`src/rtl/mult_acc_sub.sv`:
```
// Sequential signed multiply-accumulate: result = inA*inB -/+ inC over N+1 cycles.
// Build option: define MULT_ACC_SUB_SAT_EN to saturate overflowing results instead of wrapping.
module mult_acc_sub #(
  parameter int N = 32
) (
  input  logic         clk,
  input  logic         rst,
  input  logic         start,
  input  logic         mode,
  input  logic [N-1:0] inA,
  input  logic [N-1:0] inB,
  input  logic [N-1:0] inC,
  output logic [N-1:0] result,
  output logic         overflow,
  output logic         ready,
  output logic         done
);

  localparam int W  = 2 * N + 1;
  localparam int CW = $clog2(N) + 1;

  typedef enum logic [1:0] {
    IDLE   = 2'd0,
    MULT   = 2'd1,
    ADDSUB = 2'd2
  } state_t;

  state_t         state_r;
  logic [2*N-1:0] acc_r;
  logic [2*N-1:0] mcand_r;
  logic [N-1:0]   mplier_r;
  logic [N-1:0]   c_r;
  logic           mode_r;
  logic           neg_r;
  logic [CW-1:0]  cnt_r;

  logic [N-1:0]   a_mag_s;
  logic [N-1:0]   b_mag_s;
  logic [W-1:0]   prod_s;
  logic [W-1:0]   c_ext_s;
  logic [W-1:0]   exact_s;
  logic           ovf_s;
  logic [N-1:0]   res_s;

  // Value fits N signed bits only if bits [W-1:N-1] are all copies of the sign.
  function automatic logic ovf_f(input logic [W-1:0] v);
    logic [W-N:0] top;
    top = v[W-1:N-1];
    return !((&top) || !(|top));
  endfunction

  // Choose the N-bit output for an exact value, clamping or wrapping on overflow.
  function automatic logic [N-1:0] fit_f(input logic [W-1:0] v, input logic ovf);
    logic [N-1:0] r;
    r = v[N-1:0];
`ifdef MULT_ACC_SUB_SAT_EN
    if (ovf) begin
      r = v[W-1] ? {1'b1, {(N-1){1'b0}}} : {1'b0, {(N-1){1'b1}}};
    end else begin
      r = v[N-1:0];
    end
`else
    if (ovf) begin
      r = v[N-1:0];
    end else begin
      r = v[N-1:0];
    end
`endif
    return r;
  endfunction

  // Magnitudes are N-bit unsigned so that -2^(N-1) maps to 2^(N-1) without loss.
  always_comb begin
    a_mag_s = inA[N-1] ? (~inA + N'(1)) : inA;
    b_mag_s = inB[N-1] ? (~inB + N'(1)) : inB;
  end

  // Signed exact product and accumulate at 2N+1 bits.
  always_comb begin
    prod_s  = neg_r ? (W'(0) - {1'b0, acc_r}) : {1'b0, acc_r};
    c_ext_s = {{(N+1){c_r[N-1]}}, c_r};
    if (mode_r) begin
      exact_s = prod_s + c_ext_s;
    end else begin
      exact_s = prod_s - c_ext_s;
    end
    ovf_s = ovf_f(exact_s);
    res_s = fit_f(exact_s, ovf_s);
  end

  // Control FSM, shift-add datapath and registered outputs.
  always_ff @(posedge clk) begin
    if (rst) begin
      state_r  <= IDLE;
      acc_r    <= '0;
      mcand_r  <= '0;
      mplier_r <= '0;
      c_r      <= '0;
      mode_r   <= 1'b0;
      neg_r    <= 1'b0;
      cnt_r    <= '0;
      result   <= '0;
      overflow <= 1'b0;
      ready    <= 1'b1;
      done     <= 1'b0;
    end else begin
      done <= 1'b0;
      case (state_r)
        IDLE: begin
          if (start) begin
            acc_r    <= '0;
            mcand_r  <= {{N{1'b0}}, a_mag_s};
            mplier_r <= b_mag_s;
            c_r      <= inC;
            mode_r   <= mode;
            neg_r    <= inA[N-1] ^ inB[N-1];
            cnt_r    <= '0;
            ready    <= 1'b0;
            state_r  <= MULT;
          end else begin
            ready    <= 1'b1;
          end
        end
        MULT: begin
          if (mplier_r[0]) begin
            acc_r <= acc_r + mcand_r;
          end else begin
            acc_r <= acc_r;
          end
          mcand_r  <= mcand_r << 1;
          mplier_r <= mplier_r >> 1;
          cnt_r    <= cnt_r + CW'(1);
          if (cnt_r == CW'(N - 1)) begin
            state_r <= ADDSUB;
          end else begin
            state_r <= MULT;
          end
        end
        ADDSUB: begin
          result   <= res_s;
          overflow <= ovf_s;
          done     <= 1'b1;
          ready    <= 1'b1;
          state_r  <= IDLE;
        end
        default: begin
          state_r <= IDLE;
          ready   <= 1'b1;
        end
      endcase
    end
  end

endmodule

```
`config.mk`:
```
export PLATFORM = sky130hd
export DESIGN_NAME = mult_acc_sub
export DESIGN_NICKNAME = d
export VERILOG_FILES = /design/src/rtl/mult_acc_sub.sv
export SDC_FILE = /design/constraint.sdc
export NUM_CORES = 1
export LEC_CHECK = 0
export BUFFER_PORTS_ARGS = -buffer_cell sky130_fd_sc_hd__buf_4
export CORE_ASPECT_RATIO = 0.5
export CORE_MARGIN = 4
export CORE_UTILIZATION = 43
export DETAILED_ROUTE_END_ITERATION = 12
export GPL_ROUTABILITY_DRIVEN = 0
export PLACE_DENSITY = 0.65
export SETUP_SLACK_MARGIN = 0.02
export SYNTH_ARGS = -nofsm -noshare
export SYNTH_HDL_FRONTEND = slang
export SYNTH_SLANG_ARGS = --single-unit
```
`constraint.sdc`:
```
create_clock -name clk -period 15.35 [get_ports clk]
set_input_delay 3.07 -clock clk [delete_from_list [all_inputs] [get_ports clk]]
set_output_delay 3.07 -clock clk [all_outputs]
set_load 0.01 [all_outputs]
```
==> results.yml <==
clock_tree:
  cts_buffer_depth: 3
  htreeDepth: 1
  clockRootBuffer: "clkbuf_16"
  clkLatencyLatePin_ns: 0.57
  postCtsSetupRepairBufs: 0
  clkTransAtPathRegs_ns: 0.07
  cts_made_buffers: 26
  cts_tree: "built"
  ctsHoldBuffers: 0
  clock-sinks: 237
  post_cts_resized: 0
setup_path:
  start_kind: "flip-flop"
  crit_type: "flip-flop to flip-flop"
  crit_top_cell: "or3_1"
  crit_chain: "nor3_1 -> and4b_1 -> nand3_1 -> or3_1 -> or2_2 -> or3_1 -> or3_1 -> or2_2 -> o31ai_1 -> xnor2_1 -> ha_1 -> nand4_1 -> o311ai_0 -> a2111oi_0 -> o32ai_1 -> xnor2_1 -> o2111ai_1 -> or4b_1 -> or4b_1 -> nor4bb_1 -> o41ai_1"
  path_delay_family: "simple AND/OR/NAND/NOR gates"
  required_ns: 15.74
  critPathBufInv: 0
  critical-path-max-stage-delay_ns: 0.67
  r2r_slack_ns: 7.98
  end_kind: "flip-flop"
  crit_start: "acc_r[2]"
  rr_startpoint: "acc_r[2]"
  worstPathArrival_ns: 7.76
  cp_slowest_cell: "o311ai_0"
  critPathMaxFanout: 7
route:
  wl_per_cell_um: 16.8
  vias: 19215
  totalWireLength_mm: 55.2
  drtIter0Drc: 1449
  vias_per_cell: 5.83
  drc: 0
  firstDrtPassIters: 7
  drtAntennaViolNets: 0
finish:
  fill_cells: 4466
  fin_util_pct: 49.1
  nets: 2924
  n_antenna_cell: 0
  register_area_um2: 4750
  multi_input_area_um2: 13900
  layout_common_cells: "433 x nand2_1, 320 x a21oi_1, 236 x dfxtp_1"
  final_common_cell: "nand2_1"
  syn_to_final_growth_pct: 11.5
  drive_above_1_share_pct: 8.46
power_and_ir_drop:
  power.density_nw_per_um2: 88.7
  power.total_mw: 1.92
  p_leak_nw: 8.96
  ir_drop_uv: 74.3
timing:
  worst_pin_slew_ns: 1.16
  timing.fmax_ghz: 0.136
  final_hold_viol_count: 0
  period_share_pct: 48.0
  finClkSkew_ns: 0.0336
  tns_ns: 0
  whs_ns: 0.450
  setup_viol: 0
  period_minus_slack_ns: 7.37
  slew_headroom_pct: 22.4
  rsz0062_at_grt: "false"
  final_max_slew_viol_count: 0
die:
  die_h_um: 158
  dieArea_um2: 48800
  die_w_um: 308
  core_area_um2: 44100
  io_pins: 135
  rows: 54
  start_util_pct: 44.0
synthesis:
  synth_cell_types: 84
  synth_edf_count: 0
  ys_dominant_reg_cell: "dfxtp_1"
  async_flop_share_pct: 0
  synth_nets: 2900
  ys_ff_latch: 237
  yosysWarnings: 0
  yosysTopAreaCell: "dfxtp_1"
  synth.avg_cell_area_um2: 7.28
  synth.top_cell.area_share_pct: 24.5
  yosys-top-cells-area: "dfxtp_1 24%, xnor2_1 8.7%, ha_1 8.6%"
  synth_area_um2: 19400
  syn_inst: 2664
  yosysSeqAreaShare_pct: 24.5
placed_design:
  numPortBuffers: 134
  place_hpwl_mm: 41.4
job:
  maxCapViolCount: 0
global_route:
  grt_pass1_wl_mm: 89.3
  antenna_found_initial: 0
  grt-ovfl-total: 0
  grt_pass1_vias: 17625
  grt_use_total_pct: 21.7
  grt_max_degree: 95
run_status:
  outcome: "complete, no violations"
hold_path:
  hold_start: "result[28]"
  hold_path.class: "flip-flop to flip-flop"
## area by class of cell
class | instances | area share, %
Clock inverter | 13 | 1.02
Timing Repair Buffer | 150 | 5.22
Inverter | 56 | 0.972
Clock buffer | 34 | 3.29
Sequential cell | 237 | 21.9
Tap cell | 588 | 3.40
Multi-Input combinational cell | 2217 | 64.2
## path summary, 6_finish.rpt
path | endpoint | cells after the start
max | overflow | 21
min | result[28] | 2
max reg2reg | overflow | 21
min reg2reg | result[28] | 2
## cell families (layout without fill, tap and decap cells)
family	after synthesis	in the layout	share of synthesized area, %
compound gates	845	845	27.5
xor+xnor	257	257	11.6
fa+ha+maj	136	136	8.85
buf+inv	210	253	4.14
flops	237	237	24.5
mux	11	11	0.581
simple gates	968	968	22.8
## sequential cells by signal, indices dropped and copies added (netlist names), 2 cells and up
name and flops:
mcand_r 64, cnt_r 6, state_r 2, mplier_r 32, result 32, acc_r 64
c_r 32
## tightest hold or removal path: cells and delay by family (launching register included)
family / cells / cell delay (ns)
and+or+nand+nor: 1 / 0.05
DFF: 1 / 0.31
AOI/OAI and AO/OA: 1 / 0.05
## where the power goes
part           internal [mW]  switching, mW
combinational          0.211          0.354
sequential             0.635         0.0219
clock                  0.414          0.282
## Yosys cell counts (all sizes together), types with 8 or more instances
master and instances:
a21oi 322, a211o 8, or2 13, o21a 17, a22oi 95, ha 134
a211oi 21, o41ai 19, buf 28, a21o 62, and3 14, dfxtp 237
and2 10, a31oi 23, a221oi 10, or4 27, nand4 34, o211ai 16
nor4 22, o21bai 22, nor3 54, xnor2 193, mux2i 9, o31ai 40
inv 55, nand2 434, clkbuf 126, nand3 81, nor2b 14, xor2 64
nand2b 25, nor2 188, or3 32, o21ai 134
## metal layers
layer  GRT usage [%]  up-vias  part of all wire (%)
met5               0        -                     0
met4            4.79        0                   2.1
met3            2.89       72                   4.6
met2            36.0      444                    45
met1            30.4     8995                    48
li1                -     9704                     -
## per-stage QoR
| step | cell area (µm²) | instances | setup WS [ns] |
|---|---|---|---|
| floorplan | 19400 | 2664 | 8.82 |
| global placement | 20700 | 3248 | 8.31 |
| detailed placement | 20700 | 3248 | 8.11 |
| CTS | 21600 | 3295 | 8.07 |
| global route | 21600 | 3295 | 7.50 |
| finish | 21600 | 3295 | 7.98 |
(Power assumes the default switching activity.)
